[config.mk]
export PLATFORM = sky130hd
export DESIGN_NAME = fetch_unit
export DESIGN_NICKNAME = d
export VERILOG_FILES = /design/src/rtl/fetch_unit.sv
export SDC_FILE = /design/constraint.sdc
export NUM_CORES = 1
export LEC_CHECK = 0
export ABC_AREA = 1
export BUFFER_PORTS_ARGS = -buffer_cell sky130_fd_sc_hd__buf_2
export CAP_MARGIN = 30
export CORE_ASPECT_RATIO = 0.6
export CORE_MARGIN = 2
export CORE_UTILIZATION = 50
export CTS_CLUSTER_SIZE = 12
export DETAILED_ROUTE_END_ITERATION = 12
export GPL_ROUTABILITY_DRIVEN = 1
export PLACE_DENSITY = 0.74
export SYNTH_ARGS = -nofsm -noshare
export SYNTH_HDL_FRONTEND = slang
export SYNTH_SLANG_ARGS = --single-unit
[constraint.sdc]
create_clock -name clk -period 3.67 [get_ports clk]
set_clock_uncertainty 0.15 [all_clocks]
set_input_delay 0.734 -clock clk [delete_from_list [all_inputs] [get_ports clk]]
set_output_delay 0.734 -clock clk [all_outputs]
set_load 0.01 [all_outputs]
[src/rtl/fetch_unit.sv]
// CHIP-8 instruction fetch stage: reads the bytes at pc and pc+1 through a
// req/ack memory port and returns the big-endian 16-bit opcode.
module fetch_unit #(
    parameter int ADDR_WIDTH  = 12,
    parameter int ACK_TIMEOUT = 16,
    parameter bit WRAP        = 1'b0
) (
    input  logic                  clk,
    input  logic                  rst_n,
    input  logic                  i_fetch_req,
    input  logic [ADDR_WIDTH-1:0] i_pc,
    output logic                  o_busy,
    output logic [15:0]           o_opcode,
    output logic                  o_opcode_valid,
    output logic                  o_fault,
    output logic                  o_mem_read,
    output logic [ADDR_WIDTH-1:0] o_mem_read_addr,
    input  logic [7:0]            i_mem_read_data,
    input  logic                  i_mem_read_ack
);

    localparam int CNT_W = $clog2(ACK_TIMEOUT + 1);

    typedef enum logic [1:0] {IDLE, RD_HI, GAP, RD_LO} state_t;

    state_t                r_state,    w_state_nx;
    logic [ADDR_WIDTH-1:0] r_addr,     w_addr_nx;
    logic [ADDR_WIDTH-1:0] r_rd_addr,  w_rd_addr_nx;
    logic [7:0]            r_hi,       w_hi_nx;
    logic [15:0]           r_opcode,   w_opcode_nx;
    logic                  r_valid,    w_valid_nx;
    logic                  r_fault,    w_fault_nx;
    logic                  r_read,     w_read_nx;
    logic [CNT_W-1:0]      r_cnt,      w_cnt_nx;
    logic                  w_timeout;
    logic                  w_top;

    assign w_timeout = (r_cnt == CNT_W'(ACK_TIMEOUT - 1));
    assign w_top     = &r_addr;

    always_comb begin
        // NOTE: every target gets a default first so no path can infer a latch.
        w_state_nx   = r_state;
        w_addr_nx    = r_addr;
        w_rd_addr_nx = r_rd_addr;
        w_hi_nx      = r_hi;
        w_opcode_nx  = r_opcode;
        w_valid_nx   = 1'b0;
        w_fault_nx   = 1'b0;
        w_read_nx    = r_read;
        w_cnt_nx     = r_cnt + CNT_W'(1);

        case (r_state)
            IDLE: begin
                w_cnt_nx = '0;
                if (i_fetch_req) begin
                    w_addr_nx    = i_pc;
                    w_rd_addr_nx = i_pc;
                    w_read_nx    = 1'b1;
                    w_state_nx   = RD_HI;
                end
            end
            RD_HI: begin
                if (i_mem_read_ack) begin
                    w_hi_nx    = i_mem_read_data;
                    w_read_nx  = 1'b0;
                    w_cnt_nx   = '0;
                    w_state_nx = GAP;
                end else if (w_timeout) begin
                    w_fault_nx = 1'b1;
                    w_read_nx  = 1'b0;
                    w_state_nx = IDLE;
                end
            end
            GAP: begin
                // Wait for the high-byte ack to fall so it is not mistaken for the low-byte ack.
                if (!i_mem_read_ack) begin
                    w_cnt_nx = '0;
                    if (w_top && !WRAP) begin
                        w_fault_nx = 1'b1;
                        w_state_nx = IDLE;
                    end else begin
                        w_read_nx    = 1'b1;
                        w_rd_addr_nx = r_addr + ADDR_WIDTH'(1);
                        w_state_nx   = RD_LO;
                    end
                end else if (w_timeout) begin
                    w_fault_nx = 1'b1;
                    w_state_nx = IDLE;
                end
            end
            RD_LO: begin
                if (i_mem_read_ack) begin
                    w_opcode_nx = {r_hi, i_mem_read_data};
                    w_valid_nx  = 1'b1;
                    w_read_nx   = 1'b0;
                    w_state_nx  = IDLE;
                end else if (w_timeout) begin
                    w_fault_nx = 1'b1;
                    w_read_nx  = 1'b0;
                    w_state_nx = IDLE;
                end
            end
            default: begin
                w_read_nx  = 1'b0;
                w_state_nx = IDLE;
            end
        endcase
    end

    // NOTE: sequential state uses non-blocking assignments so every register samples pre-edge values.
    always_ff @(posedge clk or negedge rst_n) begin
        if (!rst_n) begin
            r_state   <= IDLE;
            r_addr    <= '0;
            r_rd_addr <= '0;
            r_hi      <= '0;
            r_opcode  <= '0;
            r_valid   <= 1'b0;
            r_fault   <= 1'b0;
            r_read    <= 1'b0;
            r_cnt     <= '0;
        end else begin
            r_state   <= w_state_nx;
            r_addr    <= w_addr_nx;
            r_rd_addr <= w_rd_addr_nx;
            r_hi      <= w_hi_nx;
            r_opcode  <= w_opcode_nx;
            r_valid   <= w_valid_nx;
            r_fault   <= w_fault_nx;
            r_read    <= w_read_nx;
            r_cnt     <= w_cnt_nx;
        end
    end

    assign o_busy          = (r_state != IDLE);
    assign o_opcode        = r_opcode;
    assign o_opcode_valid  = r_valid;
    assign o_fault         = r_fault;
    assign o_mem_read      = r_read;
    assign o_mem_read_addr = r_rd_addr;

endmodule

=== Word-level counts from Yosys, hierarchy flattened ===
Index checks and enable logic that the tools add are counted.

* Add/sub/neg operators: 2
* Equality and inequality tests: 8
* Muxes and demuxes: 27
* Reductions and logical operators: 10

{| class="wikitable"
|+ Operator list
! operator !! number
|-
| 2-to-1 mux 12 bit || 3
|-
| one-hot mux 12 bit (2 select lines) || 1
|-
| one-hot mux 5 bit (3 select lines) || 1
|-
| adder 12 x 1 -> 12 bit, second input constant || 1
|-
| 2-to-1 mux 2 bit || 6
|-
| AND reduction 12 bit || 1
|-
| 2-to-1 mux 1 bit || 11
|-
| 2-to-1 mux 5 bit || 2
|-
| one-hot mux 2 bit (4 select lines) || 1
|-
| AND reduction 4 bit || 2
|-
| inequality test 2 bit, second input constant || 3
|-
| AND reduction 2 bit || 3
|-
| adder 5 x 1 -> 5 bit, second input constant || 1
|-
| == test 5 x 4 -> 1 bit, second input constant || 1
|-
| == test 2 bit, second input constant || 2
|-
| nonzero test 2 bit || 2
|-
| inequality test 3 x 1 -> 1 bit, second input constant || 1
|-
| one-hot mux 1 bit (3 select lines) || 1
|-
| == test 2 x 1 -> 1 bit, second input constant || 1
|-
| zero test 2 bit || 1
|-
| one-hot mux 1 bit (2 select lines) || 1
|-
| OR reduction 2 bit || 1
|}

* Register bits: 58
* Bits of input ports: 24
* Output and inout bits: 32
* Word-level logic and storage cells: 56

=== Logic depth before layout (Yosys ltp) ===
* Depth in word-level cells: 4
* Mapped depth: 9
* Gate-level depth less buffers: 9

=== Worst setup path after synthesis ===
OpenSTA, ideal clock, no wires.

* Path kind: input to register
* Start point: input port i_mem_read_ack
* End point: register r_opcode[4], in the netlist o_opcode[4]
* Library setup time: 0.118 ns
* Arrival: 1.431 ns
* Data required time: 3.402 ns
* Setup slack: 1.972 ns
* Stages on the path: 6
* Cells stage by stage: inv_1 nor3_4 inv_2 buf_4 nand2_1 o21ai_2

* Longest elaborated chain between the ends: 1

{| class="wikitable"
|+ RTL lines
! element !! RTL line !! RTL
|-
| start, declared || 19 || <nowiki>input logic i_mem_read_ack</nowiki>
|-
| AND reduction 2 bit (no source line) || -- ||
|-
| end signal, assigned || 128 || <nowiki>r_opcode <= w_opcode_nx;</nowiki>
|-
| end, declared || 30 || <nowiki>logic [15:0] r_opcode, w_opcode_nx;</nowiki>
|}

Every way passes these cells.
A chain may end at the register's enable or synchronous reset.

=== Worst setup path after layout ===
* Start point: register r_state[0]
* End point: output port o_busy

* Longest elaborated chain between the ends: 1

{| class="wikitable"
|+ RTL lines
! element !! RTL line !! RTL
|-
| start, declared || 26 || <nowiki>state_t r_state, w_state_nx;</nowiki>
|-
| start signal, assigned || 124 || <nowiki>r_state <= w_state_nx;</nowiki>
|-
| nonzero test 2 bit || 136 || <nowiki>assign o_busy = (r_state != IDLE);</nowiki>
|-
| end, declared || 12 || <nowiki>output logic o_busy,</nowiki>
|}

Every way passes these cells.

==> impl_metrics.csv <==
group,metric,value,unit
outcome,status,"complete, no violations",
cells_and_area,areaGrowthSynthToFinish,20.7,%
critical_path,max_stage_delay,0.43,ns
logic_synthesis,netlist_area,0.00267,mm2
power_and_ir_drop,vdd_drop_max,0.429,mV
logic_synthesis,ys_warn_count,0,
logic_synthesis,synth_seq_cells,58,
global_routing,grtUsageTotal,0.211,
clock_network,post_cts_resized,0,
logic_synthesis,syn_avg_cell_area,8.46,um2
power_and_ir_drop,power,2.87,mW
timing,max_freq,480,MHz
timing,fin_ws,1.59,ns
cells_and_area,layout.nets,402,
critical_path,crit_type,"flop to output port",
cells_and_area,multi_input_area,0.00103,mm2
clock_network,worstSkewPairLatency,0.34,ns
critical_path,crit_path_start_kind,"flop",
detailed_routing,vias_per_cell,5.02,
detailed_routing,vias,2237,
clock_network,cts_max_level,3,
timing,tightestPinTransition,0.658,ns
timing,fin_crit,2.08,ns
critical_path,crit_required,2.79,ns
critical_path,crit_slowest_cell,"dfrtp_1",
logic_synthesis,ys_types,27,
floorplanning,die_y,60.6,um
place,post-place-cells,430,
place,dp_hpwl,4120,um
place,portBuffers,55,
cells_and_area,final_cell_mix,"114 x nand2_1, 58 x dfrtp_1, 55 x buf_2",
logic_synthesis,async_flop_share,1.00,
global_routing,grt_start_max_net_pins,37,
power_and_ir_drop,power_density,891,mW/mm2
timing,finalHoldViolations,0,
global_routing,grt_overflow,0,
cells_and_area,drive_gt1_frac,0.232,
clock_network,clockBufferDepth,2,
clock_network,clkTransAtPathRegs,0.07,ns
timing,setup_viol_count_final,0,
cells_and_area,nFillCells,455,
logic_synthesis,synth_nets,342,
global_routing,antenna_found_initial,0,
clock_network,postCtsSetupBuffers,0,
cells_and_area,stdcell_count,446,
clock_network,cts_sinks,58,
cells_and_area,antenna_cells,0,
timing,holdWs,0.221,ns
hold_path,hold_class,"primary input to async pin",
floorplanning,initial_core_util,0.522,
logic_synthesis,ys_seq_area_frac,0.545,
detailed_routing,drc,0,
cells_and_area,regArea,0.00145,mm2
flow_run,drv_cap,0,
critical_path,cp_max_fo,5,
timing,relSlewSlack,0.560,
floorplanning,core-area,0.00510,mm2
cells_and_area,post-route-cell-area,0.00322,mm2
logic_synthesis,synthCells,315,
power_and_ir_drop,power_leakage,1.74,nW
critical_path,cp_num_buf_inv,2,
critical_path,critPathArrivalTime,1.20,ns
critical_path,critPathTopFamily,"flip-flops",
cells_and_area,utilization,0.630,
detailed_routing,wl,5640,um
place,place_congestion,0.913,
floorplanning,io_pins,56,
timing,grt_setup_unrepaired,"false",
global_routing,grt_pass1_wl,9520,um
clock_network,cts_tree,"done",
floorplanning,die_w,98.3,um
clock_network,root_buffer,"clkbuf_8",
timing,finalCritPeriodShare,0.568,
logic_synthesis,synth_edf_count,0,
floorplanning,fp-row-count,20,
critical_path,end_kind,"output port",
floorplanning,dieArea,0.00595,mm2
detailed_routing,drt_iter0_drc,179,
place,dpl_worst_slack,1.57,ns
place,dpl_cell_area,0.00298,mm2
detailed_routing,first_pass_iters,4,
critical_path,path_cells,"nor2_1 -> inv_1 -> buf_2",
clock_network,cts_made_buffers,9,
global_routing,grt_pass1_vias,2011,
logic_synthesis,yosys_most_used_dff,"dfrtp_1",
timing,setup-tns-final,0,ns
clock_network,ctsHoldBuffers,0,
cells_and_area,final_common_cell,"nand2_1",
detailed_routing,antenna_left,0,
timing,finalMaxSlewViolations,0,
detailed_routing,avgRoutedWirePerCell,12.6,um
-- cells by family (layout without fill, tap and decap cells) --
group | count (synthesis) | count (layout) | synth area share
mux | 5 | 5 | 0.0202
flops | 58 | 58 | 0.545
xor+xnor | 1 | 1 | 0.00329
simple gates | 164 | 164 | 0.258
fa+ha+maj | 3 | 3 | 0.0141
compound gates | 43 | 43 | 0.0925
buf+inv | 41 | 106 | 0.0671
-- worst paths after layout --
path,cells after the start,slack (ns),endpoint,startpoint
max,3,1.59,o_busy,r_state[0]$_DFFE_PN0P_
min,1,0.22,o_mem_read_addr[7]$_DFFE_PN0P_,rst_n
max reg2reg,10,1.65,o_mem_read_addr[5]$_DFFE_PN0P_,r_state[1]$_DFFE_PN0P_
min reg2reg,1,0.31,r_cnt[0]$_DFF_PN0_,r_cnt[0]$_DFF_PN0_
max in group asynchronous,2,2.31,r_hi[1]$_DFFE_PN0P_,rst_n
min in group clk,1,0.31,r_cnt[0]$_DFF_PN0_,r_cnt[0]$_DFF_PN0_
-- worst register-to-register path: cells and delay by family, from the launching register on --
family | cells | cell delay, ns
flops | 1 | 0.38
simple gates | 5 | 0.64
compound gates | 1 | 0.10
buf+inv | 4 | 0.64
-- synth_stat cells (2+ instances only) --
master,n,share of area
mux2i_1,2,0.0075
mux2_2,3,0.013
ha_1,3,0.014
nor2_1,27,0.038
o22ai_1,3,0.0070
o21ai_2,6,0.020
nand4_1,3,0.0070
buf_4,3,0.0085
a21oi_1,9,0.017
o21ai_1,3,0.0056
clkbuf_1,2,0.0028
inv_2,3,0.0042
buf_2,2,0.0038
nor3b_1,2,0.0056
nand2_1,114,0.16
dfrtp_1,58,0.54
o21ai_0,20,0.038
inv_1,30,0.042
nand3_1,14,0.026
-- sequential cells by signal, summed over array words and instances, names as in the netlist --
| name | flops |
|---|---|
| o_mem_read | 1 |
| r_hi | 8 |
| o_mem_read_addr | 12 |
| o_fault | 1 |
| r_addr | 12 |
| r_state | 2 |
| o_opcode | 16 |
| r_cnt | 5 |
| o_opcode_valid | 1 |
-- cell type report --
cell class,instances,share of cell area
repair buffers,57,0.0903
clock buffers,10,0.0397
multi-input cells,216,0.322
clock inverters,6,0.0327
well taps,66,0.0257
inverters,33,0.0385
flip-flops and latches,58,0.451
-- layer usage --
| metal | vias up | global-route usage | wire length [um] |
|---|---|---|---|
| met5 | - | 0 | 0 |
| met4 | 0 | 0.0607 | 30 |
| met3 | 4 | 0.0829 | 372 |
| met2 | 62 | 0.311 | 2440 |
| met1 | 1044 | 0.295 | 2800 |
| li1 | 1127 | - | - |
-- power breakdown --
part / total (mW) / leakage [nW] / switching (mW) / internal [mW]
Clock: 0.691 / 0.120 / 0.244 / 0.447
Sequential: 1.13 / 0.722 / 0.199 / 0.929
Combinational: 1.05 / 0.897 / 0.655 / 0.393
Total: 2.87 / 1.74 / 1.10 / 1.77
Note: power is estimated with default switching activity, not from simulation.
